File: src/rtl/fetch_pkg.sv
// Shared fetch-stage constants and the queue entry type.
package fetch_pkg;

  localparam int unsigned WORD_SIZE = 32;
  localparam logic [WORD_SIZE-1:0] PC_INITIAL = 32'h0000_0000;
  localparam logic [WORD_SIZE-1:0] NOP_INSTR = 32'h0000_0013;

  typedef struct packed {
    logic [WORD_SIZE-1:0] instr;
    logic [WORD_SIZE-1:0] pc;
  } fetch_entry_t;

endpackage

File: src/rtl/fetch_fifo.sv
// Circular instruction queue with flush; entry type and depth are parameters.
module fetch_fifo
  import fetch_pkg::*;
#(
  parameter int unsigned DEPTH = 4,
  parameter type entry_t = fetch_entry_t,
  localparam int unsigned CW = $clog2(DEPTH + 1),
  localparam int unsigned PW = $clog2(DEPTH)
) (
  input  logic          clk,
  input  logic          rst,
  input  logic          flush_i,
  input  logic          push_i,
  input  entry_t        pushData_i,
  input  logic          pop_i,
  output entry_t        headData_o,
  output logic          full_o,
  output logic          empty_o,
  output logic [CW-1:0] count_o
);

  entry_t        mem_q [DEPTH];
  logic [PW-1:0] rdPtr_q;
  logic [PW-1:0] wrPtr_q;
  logic [CW-1:0] count_q;
  logic          doPush;
  logic          doPop;

  assign full_o  = (count_q == CW'(DEPTH));
  assign empty_o = (count_q == '0);
  assign count_o = count_q;
  assign doPush  = push_i && !full_o && !flush_i;
  assign doPop   = pop_i && !empty_o && !flush_i;

  // Depth is a power of two, so the pointers wrap naturally.
  always_ff @(posedge clk or negedge rst) begin
    if (!rst) begin
      rdPtr_q <= '0;
      wrPtr_q <= '0;
      count_q <= '0;
    end else if (flush_i) begin
      rdPtr_q <= '0;
      wrPtr_q <= '0;
      count_q <= '0;
    end else begin
      if (doPush) wrPtr_q <= wrPtr_q + PW'(1);
      if (doPop) rdPtr_q <= rdPtr_q + PW'(1);
      if (doPush && !doPop) count_q <= count_q + CW'(1);
      else if (doPop && !doPush) count_q <= count_q - CW'(1);
    end
  end

  always_ff @(posedge clk) begin
    if (doPush) mem_q[wrPtr_q] <= pushData_i;
  end

  assign headData_o = mem_q[rdPtr_q];

endmodule

File: src/rtl/fetch_queue_stage.sv
// Credit-based fetch stage feeding decode through an instruction queue.
// Define FETCH_PERF_CNT_EN to add the RedirectCnt/StallCnt performance counters.
module fetch_queue_stage #(
  parameter int unsigned          WORD_SIZE       = fetch_pkg::WORD_SIZE,
  parameter logic [WORD_SIZE-1:0] PC_INITIAL      = fetch_pkg::PC_INITIAL,
  parameter int unsigned          QUEUE_DEPTH     = 4,
  parameter int unsigned          MAX_OUTSTANDING = 2
) (
  input  logic                 clk,
  input  logic                 rst,
  input  logic                 PCSrcE,
  input  logic [WORD_SIZE-1:0] PCTargetE,
  output logic                 imem_req_valid,
  input  logic                 imem_req_ready,
  output logic [WORD_SIZE-1:0] imem_addr,
  input  logic                 imem_rsp_valid,
  input  logic [WORD_SIZE-1:0] imem_rsp_data,
  output logic                 ValidD,
  input  logic                 ReadyD,
  output logic [WORD_SIZE-1:0] InstrD,
  output logic [WORD_SIZE-1:0] PCD,
  output logic [WORD_SIZE-1:0] PCPlus4D
`ifdef FETCH_PERF_CNT_EN
  ,
  output logic [31:0]          RedirectCnt,
  output logic [31:0]          StallCnt
`endif
);

  import fetch_pkg::*;

  localparam int unsigned CW  = $clog2(QUEUE_DEPTH + 1);
  localparam int unsigned CW1 = CW + 1;
  localparam int unsigned OW  = $clog2(MAX_OUTSTANDING + 1);

  logic [WORD_SIZE-1:0] pcF_q, pcF_d;
  logic [WORD_SIZE-1:0] rspPc_q, rspPc_d;
  logic [OW-1:0]        outstanding_q, outstanding_d;
  logic [OW-1:0]        drop_q, drop_d;
  logic [CW-1:0]        fifoCount;
  logic [CW1-1:0]       creditUsed;
  logic                 fifoFull;
  logic                 fifoEmpty;
  logic                 reqFire;
  logic                 enqReq;
  logic                 deq;
  logic [WORD_SIZE-1:0] redirectPc;
  fetch_entry_t         enqEntry;
  fetch_entry_t         headEntry;

  // Stale in-flight requests still hold a credit until their response returns.
  assign creditUsed     = {1'b0, fifoCount} + CW1'(outstanding_q);
  assign imem_req_valid = rst && !PCSrcE && (creditUsed < CW1'(QUEUE_DEPTH))
                          && (outstanding_q < OW'(MAX_OUTSTANDING));
  assign imem_addr      = pcF_q;
  assign reqFire        = imem_req_valid && imem_req_ready;
  assign redirectPc     = PCTargetE & ~WORD_SIZE'(3);

  assign enqReq   = imem_rsp_valid && !PCSrcE && (drop_q == '0);
  assign deq      = ValidD && ReadyD && !PCSrcE;
  assign enqEntry = '{instr: imem_rsp_data, pc: rspPc_q};

  // rspPc tracks the PC of the oldest live request, since responses return in order.
  always_comb begin
    pcF_d         = pcF_q;
    rspPc_d       = rspPc_q;
    drop_d        = drop_q;
    outstanding_d = outstanding_q + OW'(reqFire) - OW'(imem_rsp_valid);
    if (PCSrcE) begin
      pcF_d   = redirectPc;
      rspPc_d = redirectPc;
      drop_d  = outstanding_d;
    end else begin
      if (reqFire) pcF_d = pcF_q + WORD_SIZE'(4);
      if (enqReq) rspPc_d = rspPc_q + WORD_SIZE'(4);
      else if (imem_rsp_valid && (drop_q != '0)) drop_d = drop_q - OW'(1);
    end
  end

  always_ff @(posedge clk or negedge rst) begin
    if (!rst) begin
      pcF_q         <= PC_INITIAL;
      rspPc_q       <= PC_INITIAL;
      outstanding_q <= '0;
      drop_q        <= '0;
    end else begin
      pcF_q         <= pcF_d;
      rspPc_q       <= rspPc_d;
      outstanding_q <= outstanding_d;
      drop_q        <= drop_d;
    end
  end

  fetch_fifo #(
    .DEPTH   (QUEUE_DEPTH),
    .entry_t (fetch_entry_t)
  ) u_fifo (
    .clk        (clk),
    .rst        (rst),
    .flush_i    (PCSrcE),
    .push_i     (enqReq),
    .pushData_i (enqEntry),
    .pop_i      (deq),
    .headData_o (headEntry),
    .full_o     (fifoFull),
    .empty_o    (fifoEmpty),
    .count_o    (fifoCount)
  );

  // A response into a full queue means the memory ignored the credit limit.
  always_ff @(posedge clk) begin
    if (rst) assert (!(enqReq && fifoFull));
  end

  assign ValidD   = !fifoEmpty;
  assign InstrD   = ValidD ? headEntry.instr : '0;
  assign PCD      = ValidD ? headEntry.pc : '0;
  assign PCPlus4D = ValidD ? headEntry.pc + WORD_SIZE'(4) : '0;

`ifdef FETCH_PERF_CNT_EN
  logic [31:0] redirectCnt_q;
  logic [31:0] stallCnt_q;

  always_ff @(posedge clk or negedge rst) begin
    if (!rst) begin
      redirectCnt_q <= '0;
      stallCnt_q    <= '0;
    end else begin
      if (PCSrcE && (redirectCnt_q != '1)) redirectCnt_q <= redirectCnt_q + 32'd1;
      if (ValidD && !ReadyD && (stallCnt_q != '1)) stallCnt_q <= stallCnt_q + 32'd1;
    end
  end

  assign RedirectCnt = redirectCnt_q;
  assign StallCnt    = stallCnt_q;
`endif

endmodule
File: config.mk
export PLATFORM = sky130hd
export DESIGN_NAME = fetch_queue_stage
export DESIGN_NICKNAME = d
export VERILOG_FILES = /design/src/rtl/fetch_pkg.sv /design/src/rtl/fetch_fifo.sv /design/src/rtl/fetch_queue_stage.sv
export SDC_FILE = /design/constraint.sdc
export NUM_CORES = 1
export LEC_CHECK = 0
export BUFFER_PORTS_ARGS = -buffer_cell sky130_fd_sc_hd__buf_2
export CAP_MARGIN = 20
export CORE_MARGIN = 2
export CORE_UTILIZATION = 52
export DETAILED_ROUTE_END_ITERATION = 16
export GPL_TIMING_DRIVEN = 0
export PLACE_DENSITY = 0.86
export SLEW_MARGIN = 20
export SYNTH_ARGS = -nofsm -noshare
export SYNTH_HDL_FRONTEND = slang
export SYNTH_SLANG_ARGS = --single-unit
File: constraint.sdc
create_clock -name clk -period 3.05 [get_ports clk]
set_input_delay 0.1525 -clock clk [delete_from_list [all_inputs] [get_ports clk]]
set_output_delay 0.1525 -clock clk [all_outputs]
set_load 0.05 [all_outputs]
# Word-level counts from Yosys, hierarchy flattened
# Memory sizes are Yosys's and may differ from the RTL's.
# Index checks and enable logic that the tools add are counted.
# totals
register_bits,75
latch_bits,0
mem_bits_rw,256
rom_bits,0
in_bits,70
output_inout_bits,130
elab_cells,72
memories,1
# classes
addsub,11
n_mul,0
div,0
order_cmp,2
n_eq_ne,2
shift,0
n_mux,19
n_bitwise,0
reduce_logical,30
# mem_list
memory,depth,width,read_ports,rd_clocked_by_memory_dff,write_ports,line,text
u_fifo.mem_q,4,64,1,0,1,fetch_fifo.sv:22,entry_t mem_q [DEPTH];
# ops
operator,count
$mux 32,7
$add 32x3->32 const B,3
$logic_and 1x1->1,15
$mux 2,7
$reduce_bool 2->1,6
$mux 3,3
$logic_not 1->1,5
$add 2x1->2 const B,2
$add 3x2->4,1
$lt 4x3->1 const B,1
$add 3x1->3 const B,1
$eq 3x3->1 const B,1
$logic_not 3->1,1
$reduce_bool 3->1,1
$sub 3x1->3 const B,1
$add 2x1->2,1
$logic_not 2->1,1
$lt 2x2->1 const B,1
$mux 1,2
$ne 2x2->1 const B,1
$reduce_and 2->1,1
$sub 2x1->2,1
$sub 2x1->2 const B,1

# Logic depth before layout (Yosys ltp)
# logic_depth
word_depth,10
mapped_depth,14
depth_no_buf,11

# By module
# Synthesis repeated with hierarchy kept, for this count alone.
# unflattened
cells_unflattened,977
hier_area_um2,14632.8
# by_module_without_submodules
module,n_inst,cells_each,area_each_um2,seq_area_each_um2
fetch_fifo,1,394,9776.9,7862.5
fetch_queue_stage,1,583,4855.9,1601.5

# Worst setup path before layout
# No wires, ideal clock.
# synth_timing
kind,register -> register
from,register drop_q[0]
to,memory u_fifo.mem_q[2][10] (netlist name) (enable)
setup_time_ns,0.426
arrival_time_ns,2.790
required_ns,2.624
slack_ns,-0.166
path_stages_with_launch,6
n_path_buf,0
period_less_slack_ns,3.216
cell_sequence,dfrtp_1 > inv_1 > ha_1 > nand2_1 > a311oi_2 > and2_1
# synth_between
elab_chain_cells,6
# synth_lines
item,line,text
start: declaration,fetch_queue_stage.sv:39,"logic [OW-1:0] drop_q, drop_d;"
start signal: assignment,fetch_queue_stage.sv:90,drop_q <= drop_d;
$logic_not 2->1,fetch_queue_stage.sv:59,assign enqReq = imem_rsp_valid && !PCSrcE && (drop_q == '0);
$logic_and 1x1->1,fetch_queue_stage.sv:59,
$logic_and 1x1->1 (2 in series),fetch_fifo.sv:32,assign doPush = push_i && !full_o && !flush_i;
$mux 1,fetch_fifo.sv:54,if (doPush) mem_q[wrPtr_q] <= pushData_i;
$mux 1 (not written as such),fetch_fifo.sv:54,
end: declaration,fetch_fifo.sv:22,
# No other way between the ends.

# Final worst setup path
# layout_timing
from,register u_fifo.rdPtr_q[0]
to,output port PCPlus4D[14]
# layout_between
elab_chain_cells,3
# layout_lines
item,line,text
start: declaration,fetch_fifo.sv:23,logic [PW-1:0] rdPtr_q;
start signal: assignment,fetch_fifo.sv:47,if (doPop) rdPtr_q <= rdPtr_q + PW'(1);
$mem_v2 4x64,n/a,
$add 32x3->32,fetch_queue_stage.sv:118,assign PCPlus4D = ValidD ? headEntry.pc + WORD_SIZE'(4) : '0;
$mux 32,fetch_queue_stage.sv:118,
end: declaration,fetch_queue_stage.sv:22,output logic [WORD_SIZE-1:0] PCPlus4D
# No other way between the ends.

==> summary.md <==
| Metric | Value |
|---|---|
| Asr flop ratio synth | 0.223 |
| RSZ-0062 raised after global routing | true |
| Xor/xnor share of the synthesized area | 0.0420 |
| Total wire length | 35.7 mm |
| Worst Max-Slew Pin Slew | 0.693 ns |
| Mux contribution to synthesized area | 0.116 |
| Starting density of the core | 0.527 |
| Fillcell total | 1735 |
| Gr ovfl total | 0 |
| Final Hold Viols | 0 |
| Crit start category | flop |
| Vias | ~9500 |
| Global-route wire length before repair | 54.1 mm |
| Die footprint | 28600 sq um |
| Multi-input gate area | 4870 sq um |
| CTS sink cnt | 319 |
| Hold path cells | 4 |
| Mapped Area | 14200 sq um |
| Filler-free cell count of the finished design | 1653 |
| Final hold slack | 0.0375 ns |
| Placer Congestion | 0.897 |
| Critical path type | reg -> out |
| CTS Buf Count | 31 |
| Hold EP | u_fifo.rdPtr_q[1]$_DFFE_PN0P_ |
| Crit-path slowest cell | dfrtp_2 |
| Vias in the first global route | roughly 9500 |
| Worst setup margin | -0.255 ns |
| Std-Cell Rows | 60 |
| Total leakage power | just under 7 nW |
| Start point of the critical path | u_fifo.rdPtr_q[0]$_DFFE_PN0P_ |
| Fin crit share | 1.08 |
| Drt wl/cell | 21.6 um |
| Final ANT Viol Nets | 0 |
| Power density over the cells | 893 nW/um^2 |
| Number of unique standard cell types used by synthesis | 48 |
| Dpl hpwl | 22.6 mm |
| Post-synthesis compound-gate area fraction | 0.0367 |
| EDFF count, synth | 248 |
| Starting DRC count in detailed routing | 825 |
| Reg2Reg Capture Point | drop_q[1]$_DFFE_PN0P_ |
| Number of H-tree levels | 1 |
| Pins Over Slew Limit | 0 |
| Routing usage on met2 | 0.413 |
| Routing usage on met1 | 0.343 |
| Setup TNS Final | -3.47 ns |
| Diode count | 0 |
| Layout cell share with drive strength beyond 1 | 0.316 |
| Dpl cells | 1496 |
| Register area | 9230 sq um |
| Post-route cell area | 18000 sq um |
| DP Area | 15700 sq um |
| Data arrival, critical path | about 3.2 ns |
| Met3 GRT Util | 0.0379 |
| Die H | 169 um |
| Max VDD drop | around 0.53 mV |
| Ys flop type | edfxtp_1 |
| WP data required | slightly below 3 ns |
| Crit Path Max Fanout | 5 |
| Initial antenna violation count | 0 |
| Gr usage total | 0.249 |
| Largest net degree at the start of global routing | 47 |
| Min Clock Period, post-route | 3.30 ns |
| Core area | between 20000 and 30000 sq um |
| Chip Width | 169 um |
| Cells after Synth | 954 |
| Number of max-cap violations | 0 |
| Root Buffer | clkbuf_16 |
| Flop2flop setup slack | 0.27 ns |
| Clk_skew | 0.0183 ns |
| Critical path, cell by cell | buf_12, buf_12, mux4_2, ha_4, nand2_4, o22ai_4, nand3_4, buf_8, or3_4, a21oi_2, buf_6 |
| Violated checks | setup timing |
| Warning count from the yosys run | 0 |
| Post-route DRC | 0 |
| Post-synthesis simple-gate area fraction | 0.121 |
| Vias/cell | between 5 and 6 |
| HP Start | ReadyD |
| Run status | finished, violations left |
| Clk slew on worst S/H paths | about 0.060 ns |
| First-pass DRT Iterations | 5 |
| Fmax | just over 300 MHz |
| Syn Area/Cell | 14.8 sq um |
| FF-to-FF path depth | 12 |
| R2r startpoint | outstanding_q[1]$_DFF_PN0_ |
| Worst setup EP type | primary output |
| Place WS | -0.313 ns |
| Crit path top cell by count | buf_12 |
| GRT busiest layer | met2 |
| Largest family of logic cells by synthesized area | simple AND/OR/NAND/NOR gates |
| Max-slew headroom | 0.538 |
| TritonCTS clock tree | built |
| I/O Pins | 200 |
| Port bufs | 191 |
| Final nets | between 1000 and 1500 |
| Post-synthesis register bit count | 319 |
| Insertion delay to the later sink of the worst-skew pair | about 0.56 ns |
| Critical path's largest stage delay | 0.47 ns |
| Worst hold path type | in -> reg |
| Setup-failing EPs final | 22 |
| Sequential-to-total area share from yosys stat | 0.651 |
| Area Growth Syn to Fin | 27.4% |
| Clock Path Buffers | 3 |
| Post-Synth Adder-Cell Area | 0.0111 |
==> layout make-up <==
| class | count | share of cell area |
|---|---|---|
| buffer | 44 | 0.0166 |
| clock buffer | 42 | 0.0474 |
| clock inverter | 15 | 0.00569 |
| inverter | 17 | 0.00361 |
| multi-input combinational | 577 | 0.270 |
| sequential | 319 | 0.511 |
| tap | 341 | 0.0237 |
| timing repair buffer | 298 | 0.122 |
==> stage by stage <==
step | utilization | power [mW]
after detailed placement | 0.585 | 11.7
final | 0.671 | 16.1
after floorplan | - | 10.1
after global routing | 0.671 | 16.7
after global placement | 0.579 | 11.6
after CTS | 0.665 | 15.9
==> Yosys cell counts, drive strengths merged, types with 12 or more instances <==
| library cell | instances | share of area |
|---|---|---|
| edfxtp | 248 | 0.53 |
| a21oi | 12 | 0.0042 |
| nand4 | 15 | 0.0066 |
| mux2 | 14 | 0.011 |
| nand3 | 36 | 0.013 |
| nor2 | 72 | 0.019 |
| buf | 19 | 0.010 |
| clkbuf | 27 | 0.0072 |
| xnor2 | 38 | 0.023 |
| inv | 15 | 0.0040 |
| mux4 | 62 | 0.10 |
| xor2 | 30 | 0.019 |
| nand2 | 65 | 0.017 |
| and2 | 76 | 0.034 |
| and3 | 20 | 0.0088 |
| o21ai | 44 | 0.016 |
| dfrtp | 71 | 0.13 |
==> timing repair <==
action                                  in CTS  in global routing
hold buffers                                63                  0
hold endpoints to repair                   259                  0
gates cloned                                 1                  0
setup buffers                               26                 15
endpoints found under the setup margin      92                 89
resized for setup                           95                 34
pin swaps                                   19                 23
==> critical path, delay by kind of cell, from the launching register on <==
kind | cells | cell delay, ns
mux | 1 | 0.38
fa+ha+maj | 1 | 0.19
simple gates | 3 | 0.52
buf+inv | 4 | 0.65
flops | 1 | 0.47
compound gates | 2 | 0.36
==> routing by layer <==
metal	share of wire	up-vias
li1	-	4269
met1	0.40	4696
met2	0.50	516
met3	0.080	55
met4	0.020	0
met5	0	-
==> cell families (layout without fill, tap and decap cells) <==
logic type | count (synthesis) | in the layout
XOR/XNOR | 68 | 68
multiplexers | 81 | 81
flip-flops | 319 | 319
AO/OA/AOI/OAI | 86 | 86
buffers and inverters | 63 | 416
AND/OR/NAND/NOR | 324 | 324
other | 1 | 6
adder cells (fa/ha/maj) | 12 | 12
==> sequential cells by signal, indices dropped and copies added (netlist names) <==
signal	cells
u_fifo.wrPtr_q	2
u_fifo.count_o	3
outstanding_q	2
rspPc_q	30
u_fifo.rdPtr_q	2
imem_addr	30
u_fifo.mem_q	248
drop_q	2
==> report_power, final <==
part           switching (mW)  internal, mW  total (mW)
clock network            1.58          2.04        3.62
logic                    4.83          2.36        7.19
registers               0.272          5.03        5.30
total                    6.68          9.43        16.1
==> worst max-delay path by stage <==
stage	endpoint	slack, ns
final	PCPlus4D[14]	-0.25
after detailed placement	drop_q[1]$_DFFE_PN0P_	-0.31
after global placement	drop_q[1]$_DFFE_PN0P_	-0.98
after global routing	PCPlus4D[12]	-0.34
after floorplan	PCPlus4D[14]	0.04
after CTS	PCPlus4D[30]	-0.27
==> layout by cell type, fill, tap and decap left out, drive strengths merged, types with 36 or more instances in the layout <==
| master | synthesis | routed |
|---|---|---|
| buf | 19 | 254 |
| edfxtp | 248 | 248 |
| and2 | 76 | 76 |
| nor2 | 72 | 72 |
| dfrtp | 71 | 71 |
| clkbuf | 27 | 67 |
| nand2 | 65 | 65 |
| dlygate4sd3 | 0 | 63 |
| mux4 | 62 | 62 |
| o21ai | 44 | 44 |
| xnor2 | 38 | 38 |
| nand3 | 36 | 36 |
(Power assumes the default switching activity.)
